## src/rtl/freq_gate_ctrl.sv

```systemverilog
// -----------------------------------------------------------------------------
// freq_gate_ctrl
//
// Measurement sequencer for the frequency counter. Takes debounced key levels,
// cycles the gate-time range, and runs the counter datapath through
// clear -> gate -> latch -> dead time. The hold key freezes the displayed
// result by stopping new measurements from starting.
//
// Ports:
//   sys_clk    in   system clock
//   sys_rst    in   asynchronous reset, active-low
//   key_range  in   debounced range key level (idle high, pressed low)
//   key_hold   in   debounced hold key level (idle high, pressed low)
//   key_down   in   debounced range-down key level (only with RANGE_DOWN_EN)
//   cnt_clr    out  one-cycle pulse that clears the datapath counter
//   gate_en    out  high for exactly the selected gate length
//   cnt_latch  out  one-cycle pulse that latches the count into the result
//   range_sel  out  current range, 0..2
//   hold_act   out  hold mode active (LED)
//   busy       out  high in CLEAR, GATE and LATCH
//
// Optional feature: define RANGE_DOWN_EN to add key_down, which steps the
// range downwards. Pressing both range keys together leaves the range alone
// but still restarts the measurement.
// -----------------------------------------------------------------------------
module freq_gate_ctrl #(
   parameter int unsigned GATE_CYC0 = 50_000_000,
   parameter int unsigned GATE_CYC1 = 5_000_000,
   parameter int unsigned GATE_CYC2 = 500_000,
   parameter int unsigned DEAD_CYC  = 1000,
   parameter int unsigned CNT_W     = 32
) (
   input  logic       sys_clk,
   input  logic       sys_rst,
   input  logic       key_range,
   input  logic       key_hold,
`ifdef RANGE_DOWN_EN
   input  logic       key_down,
`endif
   output logic       cnt_clr,
   output logic       gate_en,
   output logic       cnt_latch,
   output logic [1:0] range_sel,
   output logic       hold_act,
   output logic       busy
);

   typedef enum logic [2:0] {
      S_IDLE, S_CLEAR, S_GATE, S_LATCH, S_DEAD, S_PAUSE
   } state_t;

   localparam logic [CNT_W-1:0] GATE_LOAD0 = CNT_W'(GATE_CYC0 - 1);
   localparam logic [CNT_W-1:0] GATE_LOAD1 = CNT_W'(GATE_CYC1 - 1);
   localparam logic [CNT_W-1:0] GATE_LOAD2 = CNT_W'(GATE_CYC2 - 1);
   localparam logic [CNT_W-1:0] DEAD_LOAD  = CNT_W'(DEAD_CYC - 1);

   state_t           state_q, state_d;
   logic [CNT_W-1:0] cnt_q, cnt_d;
   logic [1:0]       range_q, range_d;
   logic             hold_q, hold_d;

   // Key level sample plus one cycle of history for falling-edge detection.
   logic key_range_q, key_range_hist_q;
   logic key_hold_q,  key_hold_hist_q;
   logic range_up_ev, hold_ev, range_ev;

   logic cnt_clr_q, gate_en_q, cnt_latch_q, busy_q;
   logic [CNT_W-1:0] gate_load;

   assign range_up_ev = key_range_hist_q & ~key_range_q;
   assign hold_ev     = key_hold_hist_q  & ~key_hold_q;

`ifdef RANGE_DOWN_EN
   logic key_down_q, key_down_hist_q;
   logic range_dn_ev;
   assign range_dn_ev = key_down_hist_q & ~key_down_q;
   assign range_ev    = range_up_ev | range_dn_ev;
`else
   assign range_ev    = range_up_ev;
`endif

   always_comb begin
      case (range_q)
         2'd0:    gate_load = GATE_LOAD0;
         2'd1:    gate_load = GATE_LOAD1;
         default: gate_load = GATE_LOAD2;
      endcase
   end

   always_comb begin
      // NOTE: every next-state signal gets a default first, so no path through
      // this block leaves a variable unassigned and no latch is inferred.
      state_d = state_q;
      cnt_d   = cnt_q;
      range_d = range_q;
      hold_d  = hold_q ^ hold_ev;

`ifdef RANGE_DOWN_EN
      if (range_up_ev && !range_dn_ev)
         range_d = (range_q == 2'd2) ? 2'd0 : range_q + 2'd1;
      else if (range_dn_ev && !range_up_ev)
         range_d = (range_q == 2'd0) ? 2'd2 : range_q - 2'd1;
`else
      if (range_up_ev)
         range_d = (range_q == 2'd2) ? 2'd0 : range_q + 2'd1;
`endif

      if (range_ev) begin
         // Abort whatever is in flight; a pending hold keeps us parked.
         state_d = hold_d ? S_PAUSE : S_CLEAR;
      end else begin
         case (state_q)
            S_IDLE:  state_d = S_CLEAR;
            S_CLEAR: begin
               cnt_d   = gate_load;
               state_d = S_GATE;
            end
            S_GATE: begin
               if (cnt_q == '0) state_d = S_LATCH;
               else             cnt_d   = cnt_q - CNT_W'(1);
            end
            S_LATCH: begin
               if (hold_d) begin
                  state_d = S_PAUSE;
               end else begin
                  cnt_d   = DEAD_LOAD;
                  state_d = S_DEAD;
               end
            end
            S_DEAD: begin
               if (cnt_q == '0) state_d = hold_d ? S_PAUSE : S_CLEAR;
               else             cnt_d   = cnt_q - CNT_W'(1);
            end
            S_PAUSE: if (!hold_d) state_d = S_CLEAR;
            default: state_d = S_IDLE;
         endcase
      end
   end

   always_ff @(posedge sys_clk or negedge sys_rst) begin
      if (!sys_rst) begin
         state_q          <= S_IDLE;
         cnt_q            <= '0;
         range_q          <= 2'd0;
         hold_q           <= 1'b0;
         // History resets to the idle level, so an undriven key at power-up
         // cannot fake a press after reset.
         key_range_q      <= 1'b1;
         key_range_hist_q <= 1'b1;
         key_hold_q       <= 1'b1;
         key_hold_hist_q  <= 1'b1;
`ifdef RANGE_DOWN_EN
         key_down_q       <= 1'b1;
         key_down_hist_q  <= 1'b1;
`endif
         cnt_clr_q        <= 1'b0;
         gate_en_q        <= 1'b0;
         cnt_latch_q      <= 1'b0;
         busy_q           <= 1'b0;
      end else begin
         // NOTE: non-blocking assignments only, so every register samples the
         // pre-edge values and update order inside this block is irrelevant.
         state_q          <= state_d;
         cnt_q            <= cnt_d;
         range_q          <= range_d;
         hold_q           <= hold_d;
         key_range_q      <= key_range;
         key_range_hist_q <= key_range_q;
         key_hold_q       <= key_hold;
         key_hold_hist_q  <= key_hold_q;
`ifdef RANGE_DOWN_EN
         key_down_q       <= key_down;
         key_down_hist_q  <= key_down_q;
`endif
         // Outputs are decoded from the next state so they are registered
         // yet line up with the state they belong to.
         cnt_clr_q        <= (state_d == S_CLEAR);
         gate_en_q        <= (state_d == S_GATE);
         cnt_latch_q      <= (state_d == S_LATCH);
         busy_q           <= (state_d == S_CLEAR) || (state_d == S_GATE) ||
                             (state_d == S_LATCH);
      end
   end

   assign cnt_clr   = cnt_clr_q;
   assign gate_en   = gate_en_q;
   assign cnt_latch = cnt_latch_q;
   assign range_sel = range_q;
   assign hold_act  = hold_q;
   assign busy      = busy_q;

endmodule

```

## config.mk

```make
export PLATFORM = sky130hd
export DESIGN_NAME = freq_gate_ctrl
export DESIGN_NICKNAME = d
export VERILOG_FILES = /design/src/rtl/freq_gate_ctrl.sv
export SDC_FILE = /design/constraint.sdc
export NUM_CORES = 1
export LEC_CHECK = 0
export BUFFER_PORTS_ARGS = -buffer_cell sky130_fd_sc_hd__buf_2
export CAP_MARGIN = 25
export CORE_MARGIN = 2
export CORE_UTILIZATION = 40
export DETAILED_ROUTE_END_ITERATION = 12
export HOLD_SLACK_MARGIN = 0.08
export PLACE_DENSITY = 0.57
export SYNTH_ARGS = -nofsm -noshare
export SYNTH_HDL_FRONTEND = slang
export SYNTH_SLANG_ARGS = --single-unit
```

## constraint.sdc

```tcl
create_clock -name sys_clk -period 3.69 [get_ports sys_clk]
set_input_delay 0.369 -clock sys_clk [delete_from_list [all_inputs] [get_ports sys_clk]]
set_output_delay 0.369 -clock sys_clk [all_outputs]
set_load 0.02 [all_outputs]
```

======== Yosys cells after proc, flatten, opt, wreduce, memory -nomap -nowiden ========
Cells that the tools add are included.
word-level totals
  logic and storage cells ................. 52
  flip-flop bits (word level) ............. 46
  output and inout bits ................... 7
cells by class
  bitwise gates (word level) .............. 6
  mux-type cells .......................... 12
  equality and inequality tests ........... 12
  add/sub/neg operators ................... 2
  reduce and logical (&&, ||, !) cells .... 8
operators with widths
  kind                                                number
  one-hot mux 32 bit (3 select lines)                 1
  two-way mux 32 bit                                  2
  one-hot mux 26 bit (2 select lines)                 1
  zero test 32 bit                                    1
  subtractor 32 x 1 -> 32 bit, second input constant  1
  one-hot mux 3 bit (6 select lines)                  1
  two-way mux 3 bit                                   5
  == test 3 x 2 -> 1 bit, second input constant       4
  == test 3 x 1 -> 1 bit, second input constant       2
  == test 3 bit, second input constant                2
  != test 2 bit, second input constant                2
  AND reduction 4 bit                                 1
  zero test 3 bit                                     1
  inverter 1 bit                                      3
  nonzero test 3 bit                                  1
  adder 2 x 1 -> 2 bit, second input constant         1
  bitwise AND 1 bit                                   2
  == test 2 x 1 -> 1 bit, second input constant       1
  == test 2 bit, second input constant                1
  zero test 2 bit                                     1
  logical OR 1 bit                                    2
  two-way mux 2 bit                                   1
  OR reduction 2 bit                                  1
  two-way mux 1 bit                                   1
  XOR 1 bit                                           1

======== Depth between registers and ports, before layout ========
Gate-level depths: netlist (run 1).
  depth after elaboration ................. 10
  mapped depth ............................ 9
  gate-level depth less buffers ........... 8

======== Worst setup path before layout (run 1) ========
OpenSTA, ideal clock, no wires.
  path type ............................... register to register
  from .................................... register cnt_q[4]
  to ...................................... register cnt_q[29]
  cell stages (with the launch flop) ...... 8
  buffers on the path ..................... 1
  arrival ................................. 2270 ps
  data required time ...................... 3612 ps
  setup slack ............................. 1343 ps
  cell sequence ........................... dfrtp_1 > buf_6 > or4_4 > or3_4 > nor3_4 > nand2_4 > or4_1 > a21oi_1
on the way
  word-level cells in the longest chain between the ends .. 3
ends and longest elaborated chain
  item                                                                               line  text
  from (decl)                                                                        58    logic [CNT_W-1:0] cnt_q, cnt_d;
  from (signal assigned)                                                             164   cnt_q <= cnt_d;
  subtractor 32 x 1 -> 32 bit / zero test 32 bit (equally long branches)             --
  two-way mux 32 bit / != test 2 bit (equally long branches)                         --
  one-hot mux 32 bit (3 select lines) / AND reduction 4 bit (equally long branches)  --
Parallel ways exist; a longest one is shown, timed or not. The select of a mux whose other input is x is not followed.
A chain may end at the register's enable or synchronous reset.

======== Worst setup path in the final report (run 1) ========
  from .................................... register state_q[1]
  to ...................................... register cnt_q[31]
on the way
  word-level cells in the longest chain between the ends .. 4
ends and longest elaborated chain
  item                                                                         line  text
  from (decl)                                                                  57    state_t state_q, state_d;
  from (signal assigned)                                                       163   state_q <= state_d;
  == test 3 bit / == test 3 x 2 -> 1 bit (equally long branches)               112   case (state_q)
  OR reduction 2 bit (no source line)                                          --
  != test 2 bit (no source line) / nonzero test 3 bit (equally long branches)  --
  AND reduction 4 bit (no source line)                                         --
Parallel ways exist; a longest one is shown, timed or not.

==> results_dict.tcl, run 1 <==
set metrics [dict create \
    netlist_area_um2 2624 \
    synthAdderAreaFrac_pct 1.335 \
    synth-compound-area-share_pct 23.13 \
    leakage_uw 0.001197 \
    cts_root_buffer "clkbuf_8" \
    globalRouteOverflowTotal 0 \
    grt_util_all_layers_pct 19.48 \
    crit_path_start_kind "register" \
    areaGrowthSynthToFinish_pct 12.06 \
    grt_max_degree 31 \
    final_layout_size_suffix_gt1_share_pct 14.52 \
    drv_slew 0 \
    synth_top_family_by_area "simple AND/OR/NAND/NOR gates" \
    synth_edf_count 0 \
    numCtsBuffers 5 \
    slew-limit-headroom_pct 38.25 \
    ys_types 56 \
    critPathMaxStageDelay_ns 0.55 \
    clkTransAtPathRegs_ns 0.09 \
    r2r-start "state_q[1]" \
    synth_xor_area_share_pct 1.001 \
    cp.required_ns 3.93 \
    muxShareOfSynthArea_pct 0.4292 \
    post_cts_buffers 0 \
    firstDrtPassIters 7 \
    grt_pass1_wl_um 11140 \
    insertion_delay_ns 0.31 \
    cp-end-kind "register" \
    fin_util_pct 46.31 \
    nets 315 \
    rsz0062_at_grt "false" \
    synth_simple_gate_area_share_pct 26.28 \
    worstHoldStart "key_hold" \
    dr.first_iter.drc_count 172 \
    synthesis.nets 302 \
    place_congestion 0.8575 \
    cp_top_family "simple AND/OR/NAND/NOR gates" \
    crit_buf_inv 1 \
    yosysTopAreaCell "dfrtp_1" \
    cts_sinks 46 \
    setup-violations-final 0 \
    ctsResizeCount 0 \
    maxCapViolations 0 \
    dpl.hpwl_um 4764 \
    yosys_warnings 0 \
    dr_total_vias 2327 \
    crit_fanout 22 \
    ant_nets 0 \
    die_w_um 84.99 \
    nFillCells 608 \
    hold_violations 0 \
    grt_pass1_vias 2178 \
    hold_ws_ns 0.1470 \
    synth-async-reset-ratio_pct 100.0 \
    synth_ff_type "dfrtp_1" \
    tightestPinTransition_ns 0.9179 \
    synth-seq-cells 46 \
    crit_slowest_cell "dfrtp_1" \
    avgRoutedWirePerCell_um 17.39 \
    status "finished, final reports clean" \
    clockBufferDepth 2 \
    ir_drop_uv 317.3 \
    skew_ns 0.01099 \
    io_pins 11 \
    num_rows 29 \
    period_share_pct 79.71 \
    setup-tns-final_ns 0 \
    worstHoldPathType "input port to register" \
    initial_core_util_pct 41.32 \
    max_freq_ghz 0.3400 \
    via_per_inst 6.013 \
    worstSetupPathType "register to register" \
    worstPathCellList "and2_1 > a2111oi_2 > o21ai_1 > or2_1 > buf_4 > or4_1 > a21oi_1" \
    dieArea_um2 7223 \
    finalCriticalPeriod_ns 2.941 \
    syn_area_per_cell_um2 8.864 \
    coreArea_um2 6350 \
    crit_start "state_q[1]" \
    synth_top_area_share_pct 40.06 \
    crit_arrival_ns 3.18 \
    cts_tree "yes" \
    io_buffers 10 \
    syn_inst 296 \
    synth_area_leaders "dfrtp_1 40%, a21oi_1 5.2%, nor2_1 5.0%, o21ai_0 4.6%, dfstp_2 4.0%" \
    powerDensity_nw_per_um2 862.2 \
    wl_um 6729 \
    antenna_cells 0 \
    antenna_found_initial 0 \
    dieHeight_um 84.99 \
    drc 0 \
    htreeDepth 2 \
    yosysSeqAreaShare_pct 44.06 \
]
[metrics by stage]
stage | power [uW] | cells | instance area (um2) | setup WS [ns]
finish | 2535 | 387 | 2940 | 0.7489
CTS | 2534 | 387 | 2940 | 0.7476
global route | 2727 | 387 | 2940 | 0.5071
floorplan | 1713 | 296 | 2624 | 1.343
detailed placement | 2073 | 378 | 2793 | 0.7597
global placement | 2050 | 377 | 2773 | 0.8414
[path summary, 6_finish.rpt]
path | end | slack (ns) | cells past startpoint
min in group asynchronous | cnt_q[17] | 0.51 | 2
hold / removal | key_hold_q | 0.15 | 1
setup / recovery | cnt_q[31] | 0.75 | 7
setup reg to reg | cnt_q[31] | 0.75 | 7
hold reg to reg | key_range_hist_q | 0.38 | 0
max in group asynchronous | key_hold_q | 2.61 | 3
[layer usage]
layer	wire, um	vias to the layer above	global-route usage [%]
met2	3003	56	29.76
met5	0	-	0
met3	289	10	3.599
li1	-	1144	-
met4	96	0	5.339
met1	3339	1117	28.40
[synthesized netlist by cell type (3+ instances only)]
library cell  count
a32o_1            3
inv_1             7
o21ai_0          24
a31oi_1           8
nand4_1           4
nor2_1           35
or3_1             4
dfstp_2           4
and2_1            4
nor3_1           19
or2_2             3
buf_2             4
a21oi_1          27
xnor2_1           3
o31a_1            3
o41ai_1           3
clkbuf_1         10
o22a_1            3
nand3_1           5
nand2_1          13
dfrtp_1          42
nor4_1            7
nand2b_1          7
o31ai_1           4
o22ai_1           3
or4_1             6
[report_power, final]
part           switching, uW  leakage (uW)  internal, uW  total [uW]
sequential               228      0.000555           675         903
combinational            710      0.000574           457        1170
clock                    194     0.0000683           272         465
[layout by cell type, fill, tap and decap left out, types with 8 or more instances in the layout]
cell / netlist / routed
buf_4: 0 / 10
buf_2: 4 / 10
dfrtp_1: 42 / 42
o21ai_0: 24 / 24
nand2_1: 13 / 13
nor3_1: 19 / 19
a21oi_1: 27 / 27
a31oi_1: 8 / 8
nor2_1: 35 / 35
[timing repair]
action | 4_1_cts | 5_1_grt
setup endpoints to repair | 0 | 0
hold buffers | 1 | 0
endpoints found under the hold margin | 16 | 0
[area by class of cell]
cell class / count / area, um2 / area share (%)
Timing Repair Buffer: 22 / 155.1 / 5.277
Clock buffer: 5 / 68.82 / 2.340
Clock inverter: 3 / 68.82 / 2.340
Multi-Input combinational cell: 227 / 1369 / 46.55
Tap cell: 77 / 96.34 / 3.277
Inverter: 7 / 26.28 / 0.8936
Sequential cell: 46 / 1156 / 39.32
[registers in the layout, indices dropped and copies added (netlist names)]
| register | cells |
|---|---|
| key_hold_hist_q | 1 |
| busy | 1 |
| key_hold_q | 1 |
| cnt_q | 32 |
| gate_en | 1 |
| key_range_hist_q | 1 |
| hold_act | 1 |
| key_range_q | 1 |
| cnt_latch | 1 |
| cnt_clr | 1 |
| state_q | 3 |
| range_sel | 2 |
[cells by family (layout without fill, tap and decap cells)]
logic type,after synthesis,after routing
XOR/XNOR,3,3
buffers and inverters,23,37
multiplexers,1,1
AND/OR/NAND/NOR,125,125
AO/OA/AOI/OAI,95,95
flip-flops,46,46
adder cells (fa/ha/maj),3,3
No activity file was read; power rests on OpenSTA's default activity.
==> run 2, diff against run 1 <==
Settings changed: PLACE_DENSITY 0.57 to 0.59.
Clock period 3.69 ns to 2.6 ns, I/O delays scaled along.
==> results_dict.tcl, run 2 (synthesis results as in run 1) <==
set metrics [dict create \
    status "finished, final reports clean" \
    cts_tree "yes" \
    initial_core_util_pct 41.32 \
    worstPathCellList "and2_1 > a2111oi_4 > o21ai_1 > or2_1 > buf_12 > or4_1 > a21oi_1" \
    cp-end-kind "register" \
    met3_usage_pct 3.502 \
    insertion_delay_ns 0.30 \
    dpl.hpwl_um 4815 \
    crit_buf_inv 1 \
    maxCapViolations 0 \
    powerDensity_nw_per_um2 1166 \
    die_w_um 84.99 \
    rsz0062_at_grt "false" \
    cts_sinks 46 \
    clockBufferDepth 2 \
    areaGrowthSynthToFinish_pct 14.69 \
    leakage_uw 0.001237 \
    cp_top_family "simple AND/OR/NAND/NOR gates" \
    antenna_found_initial 0 \
    io_buffers 10 \
    swShare_pct 45.96 \
    setup-violations-final 0 \
    grt_pass1_wl_um 11330 \
    largest_reg_flops 32 \
    mostFrequentLayoutCell "dfrtp_1" \
    max_freq_ghz 0.4150 \
    crit_arrival_ns 2.63 \
    setup-tns-final_ns 0 \
    firstDrtPassIters 5 \
    grtUsageMet2_pct 29.62 \
    dr.first_iter.drc_count 183 \
    fin_util_pct 47.39 \
    cp.required_ns 2.82 \
    regMostFlops "cnt_q" \
    dieArea_um2 7223 \
    avgRoutedWirePerCell_um 17.03 \
    p_total_uw 3510 \
    p_int_uw 1897 \
    dieHeight_um 84.99 \
    ir_drop_uv 568.5 \
    p_sw_uw 1613 \
    final_layout_size_suffix_gt1_share_pct 17.03 \
    period_share_pct 92.68 \
    wl_um 6812 \
    pwr-share-clk_pct 12.1 \
    coreArea_um2 6350 \
    finalCriticalPeriod_ns 2.410 \
    worstSetupPathType "register to register" \
    grt_busiest_layer "met2" \
    globalRouteOverflowTotal 0 \
    grt_max_degree 33 \
    clkTransAtPathRegs_ns 0.08 \
    htreeDepth 2 \
    met1_usage_pct 29.41 \
    pwr-share-seq_pct 35.8 \
    nFillCells 596 \
    grt_pass1_vias 2294 \
    io_pins 11 \
    worst_slack_ns 0.1904 \
    crit_slowest_cell "or4_1" \
    nets 328 \
    skew_ns 0.01104 \
    slew-limit-headroom_pct 57.34 \
    critPathMaxStageDelay_ns 0.51 \
    numCtsBuffers 5 \
    multi_input_area_um2 1393 \
    antenna_cells 0 \
    cts_root_buffer "clkbuf_8" \
    num_rows 29 \
    drc 0 \
    dr_total_vias 2313 \
    via_per_inst 5.783 \
    worstHoldPathType "register to register" \
    post_cts_buffers 0 \
    combPwrFrac_pct 52.1 \
    drv_slew 0 \
    crit_path_start_kind "register" \
    dp_slack_ns 0.09392 \
    ant_nets 0 \
    grt_util_all_layers_pct 19.81 \
    crit_fanout 32 \
    most-common-layout-cells "42 x dfrtp_1, 35 x nor2_1, 27 x a21oi_1" \
    tightestPinTransition_ns 0.6376 \
    place_congestion 0.9260 \
    hold_violations 0 \
    hold_ws_ns 0.3748 \
    seqCellArea_um2 1156 \
]
[run 2: changes by cell type in the layout (fill, tap and decap cells not counted)]
cell and change:
bufinv_16 -2, a2111oi_2 -1, clkbuf_1 +3, nor4_2 +1
dlygate4sd3_1 +2, nor4_1 -1, a2111oi_4 +1, nor3b_1 -1
buf_4 +11, clkinv_4 -1, nor3b_2 +1
[run 2: metrics by stage]
step / instances / area (um2)
3_3_place_gp: 389 / 2875
4_1_cts: 400 / 2985
5_1_grt: 400 / 3009
3_5_place_dp: 389 / 2875
6_report: 400 / 3009
2_1_floorplan: 296 / 2624
[run 2: path summary, 6_finish.rpt]
check,startpoint,end,slack [ns],cells past startpoint
setup / recovery,hold_act,cnt_q[29],0.19,7
hold / removal,key_range_q,key_range_hist_q,0.37,0
setup reg to reg,hold_act,cnt_q[29],0.19,7
hold reg to reg,key_range_q,key_range_hist_q,0.37,0
max in group asynchronous,sys_rst,key_hold_q,1.41,3
min in group asynchronous,sys_rst,cnt_latch,0.41,2
[run 2: metal layers]
metal / vias to the layer above / wire, um
met5: - / 0
met1: 1102 / 3476
met4: 0 / 43
met3: 4 / 271
met2: 43 / 3021
li1: 1164 / -
[run 2: power groups by stage]
stage	combinational (uW)	sequential, uW	clock (uW)
6_report	1830	1260	424
2_1_floorplan	1220	1210	0
3_3_place_gp	1790	1250	0
3_5_place_dp	1790	1250	0
5_1_grt	2050	1300	462
4_1_cts	1800	1240	438
[run 2: final cells by class]
type	instances	share of cell area [%]
clock buffers	8	2.661
flip-flops and latches	46	38.42
well taps	77	3.202
multi-input cells	227	46.28
inverters	7	0.8732
repair buffers	35	8.565
[run 2: repair_timing]
item                       in CTS  in global routing
setup endpoints to repair       0                 31
hold endpoints to repair       19                  0
hold buffers                    3                  0
gates resized for setup         0                  3
[run 2: worst reg2reg max path, delay by kind of cell (launching register included)]
| family | cells | cell delay, ns |
|---|---|---|
| AND/OR/NAND/NOR | 3 | 1.00 |
| buffers and inverters | 1 | 0.18 |
| flip-flops | 1 | 0.42 |
| AO/OA/AOI/OAI | 3 | 0.74 |
==> run 3, diff against run 2 <==
Settings changed: REMOVE_ABC_BUFFERS from default to 1.
==> results_dict.tcl, run 3 (synthesis results as in run 1) <==
set metrics [dict create \
    rsz0062_at_grt "false" \
    num_rows 29 \
    nFillCells 600 \
    crit_arrival_ns 2.66 \
    cts_root_buffer "clkbuf_8" \
    final_layout_size_suffix_gt1_share_pct 19.57 \
    hold_depth 0 \
    maxCapViolations 0 \
    grt_util_all_layers_pct 20.45 \
    die_w_um 84.99 \
    htreeDepth 2 \
    post_cts_buffers 0 \
    largest_reg_flops 32 \
    regMostFlops "cnt_q" \
    finalCriticalPeriod_ns 2.437 \
    stdcell_count 404 \
    met3_usage_pct 2.335 \
    worstSetupPathType "register to register" \
    io_buffers 10 \
    crit_fanout 8 \
    hold_end "key_range_hist_q" \
    areaGrowthSynthToFinish_pct 17.02 \
    most-common-layout-cells "42 x dfrtp_1, 35 x nor2_1, 27 x a21oi_1" \
    grt_pass1_vias 2335 \
    cts_tree "yes" \
    setup-violations-final 0 \
    grt_pass1_wl_um 11820 \
    dieArea_um2 7223 \
    dr_total_vias 2415 \
    r2r-start "cnt_q[7]" \
    hold_ws_ns 0.3767 \
    cts_sinks 46 \
    initial_core_util_pct 41.32 \
    r2r-end "cnt_q[29]" \
    grtUsageMet2_pct 29.33 \
    insertion_delay_ns 0.30 \
    period_share_pct 93.73 \
    cp.required_ns 2.82 \
    tightestPinTransition_ns 0.5526 \
    dpl.hpwl_um 4989 \
    grt_max_degree 44 \
    worstHoldStart "key_range_q" \
    avgRoutedWirePerCell_um 17.20 \
    clockBufferDepth 2 \
    worstHoldPathType "register to register" \
    dieHeight_um 84.99 \
    status "finished, final reports clean" \
    skew_ns 0.006118 \
    drc 0 \
    numCtsBuffers 5 \
    powerDensity_nw_per_um2 1166 \
    dp.cells 392 \
    ant_nets 0 \
    drv_slew 0 \
    reg2reg_depth 6 \
    dr.first_iter.drc_count 209 \
    wl_um 6949 \
    antenna_cells 0 \
    nets 332 \
    crit_path_start_kind "register" \
    via_per_inst 5.978 \
    met1_usage_pct 31.20 \
    io_pins 11 \
    mostFrequentLayoutCell "dfrtp_1" \
    ir_drop_uv 587.0 \
    leakage_uw 0.001265 \
    antenna_found_initial 0 \
    fin_util_pct 48.35 \
    rrSetupSlack_ns 0.16 \
    globalRouteOverflowTotal 0 \
    grt_busiest_layer "met1" \
    max_freq_ghz 0.4103 \
    coreArea_um2 6350 \
    cp-end-kind "register" \
    firstDrtPassIters 4 \
    clkTransAtPathRegs_ns 0.09 \
    hold_violations 0 \
    p_total_uw 3581 \
    crit_start "cnt_q[7]" \
    slew-limit-headroom_pct 63.03 \
    place_congestion 0.8641 \
]
[run 3: cell count changes in the layout (fill, tap and decap cells not counted)]
cell        change
buf_4           +3
or2_4           +1
nor4b_1         -1
clkinvlp_4      +1
clkinv_2        +1
clkbuf_1        -3
clkinv_4        +1
buf_12          +1
nor4b_2         +1
or2_1           -1
[run 3: how the worst max path moves through the flow]
stage	end	slack, ns	cells after the start
2_1_floorplan	cnt_q[29]	-0.05	6
3_3_place_gp	cnt_q[2]	0.08	7
3_5_place_dp	cnt_q[29]	-0.02	6
4_1_cts	cnt_q[29]	0.09	6
5_1_grt	cnt_q[29]	0.08	6
6_report	cnt_q[29]	0.16	6
[run 3: cell type report]
type                            count  area [um2]  area share, %
Clock buffer                        5       68.82          2.241
Timing Repair Buffer               39       300.3          9.780
Inverter                            7       26.28         0.8557
Multi-Input combinational cell    227        1401          45.64
Clock inverter                      3       21.27         0.6927
Sequential cell                    46        1156          37.65
Tap cell                           77       96.34          3.138
[run 3: routing by layer]
| metal | share of wire, % | up-vias |
|---|---|---|
| met5 | 0 | - |
| met4 | 1.7 | 0 |
| met3 | 5.1 | 11 |
| met2 | 45 | 65 |
| met1 | 49 | 1167 |
| li1 | - | 1172 |
[run 3: stage by stage]
step	setup TNS (ns)	instance area [um2]	setup slack, ns
2_1_floorplan	-0.1362	2551	-0.05369
3_3_place_gp	0	2898	0.07753
3_5_place_dp	-0.03785	2898	-0.01954
4_1_cts	0	3020	0.09467
5_1_grt	0	3070	0.07697
6_report	0	3070	0.1630
[run 3: timing repair]
action                                  4_1_cts  5_1_grt
hold buffers                                  2        1
resized for setup                             2        4
endpoints found under the hold margin         2       17
endpoints found under the setup margin        3        3
[run 3: worst max-delay path: stages (launching register included)]
cell and delay (ns):
dfrtp_1 0.46, or4_4 0.54, or3_4 0.41, nor3_4 0.18, nand2_4 0.11, or4_1 0.48, a21oi_1 0.17
[run 3: power by group]
group | switching, uW | internal (uW) | total, uW
registers | 298 | 959 | 1260
clock network | 255 | 189 | 444
logic | 1100 | 784 | 1880
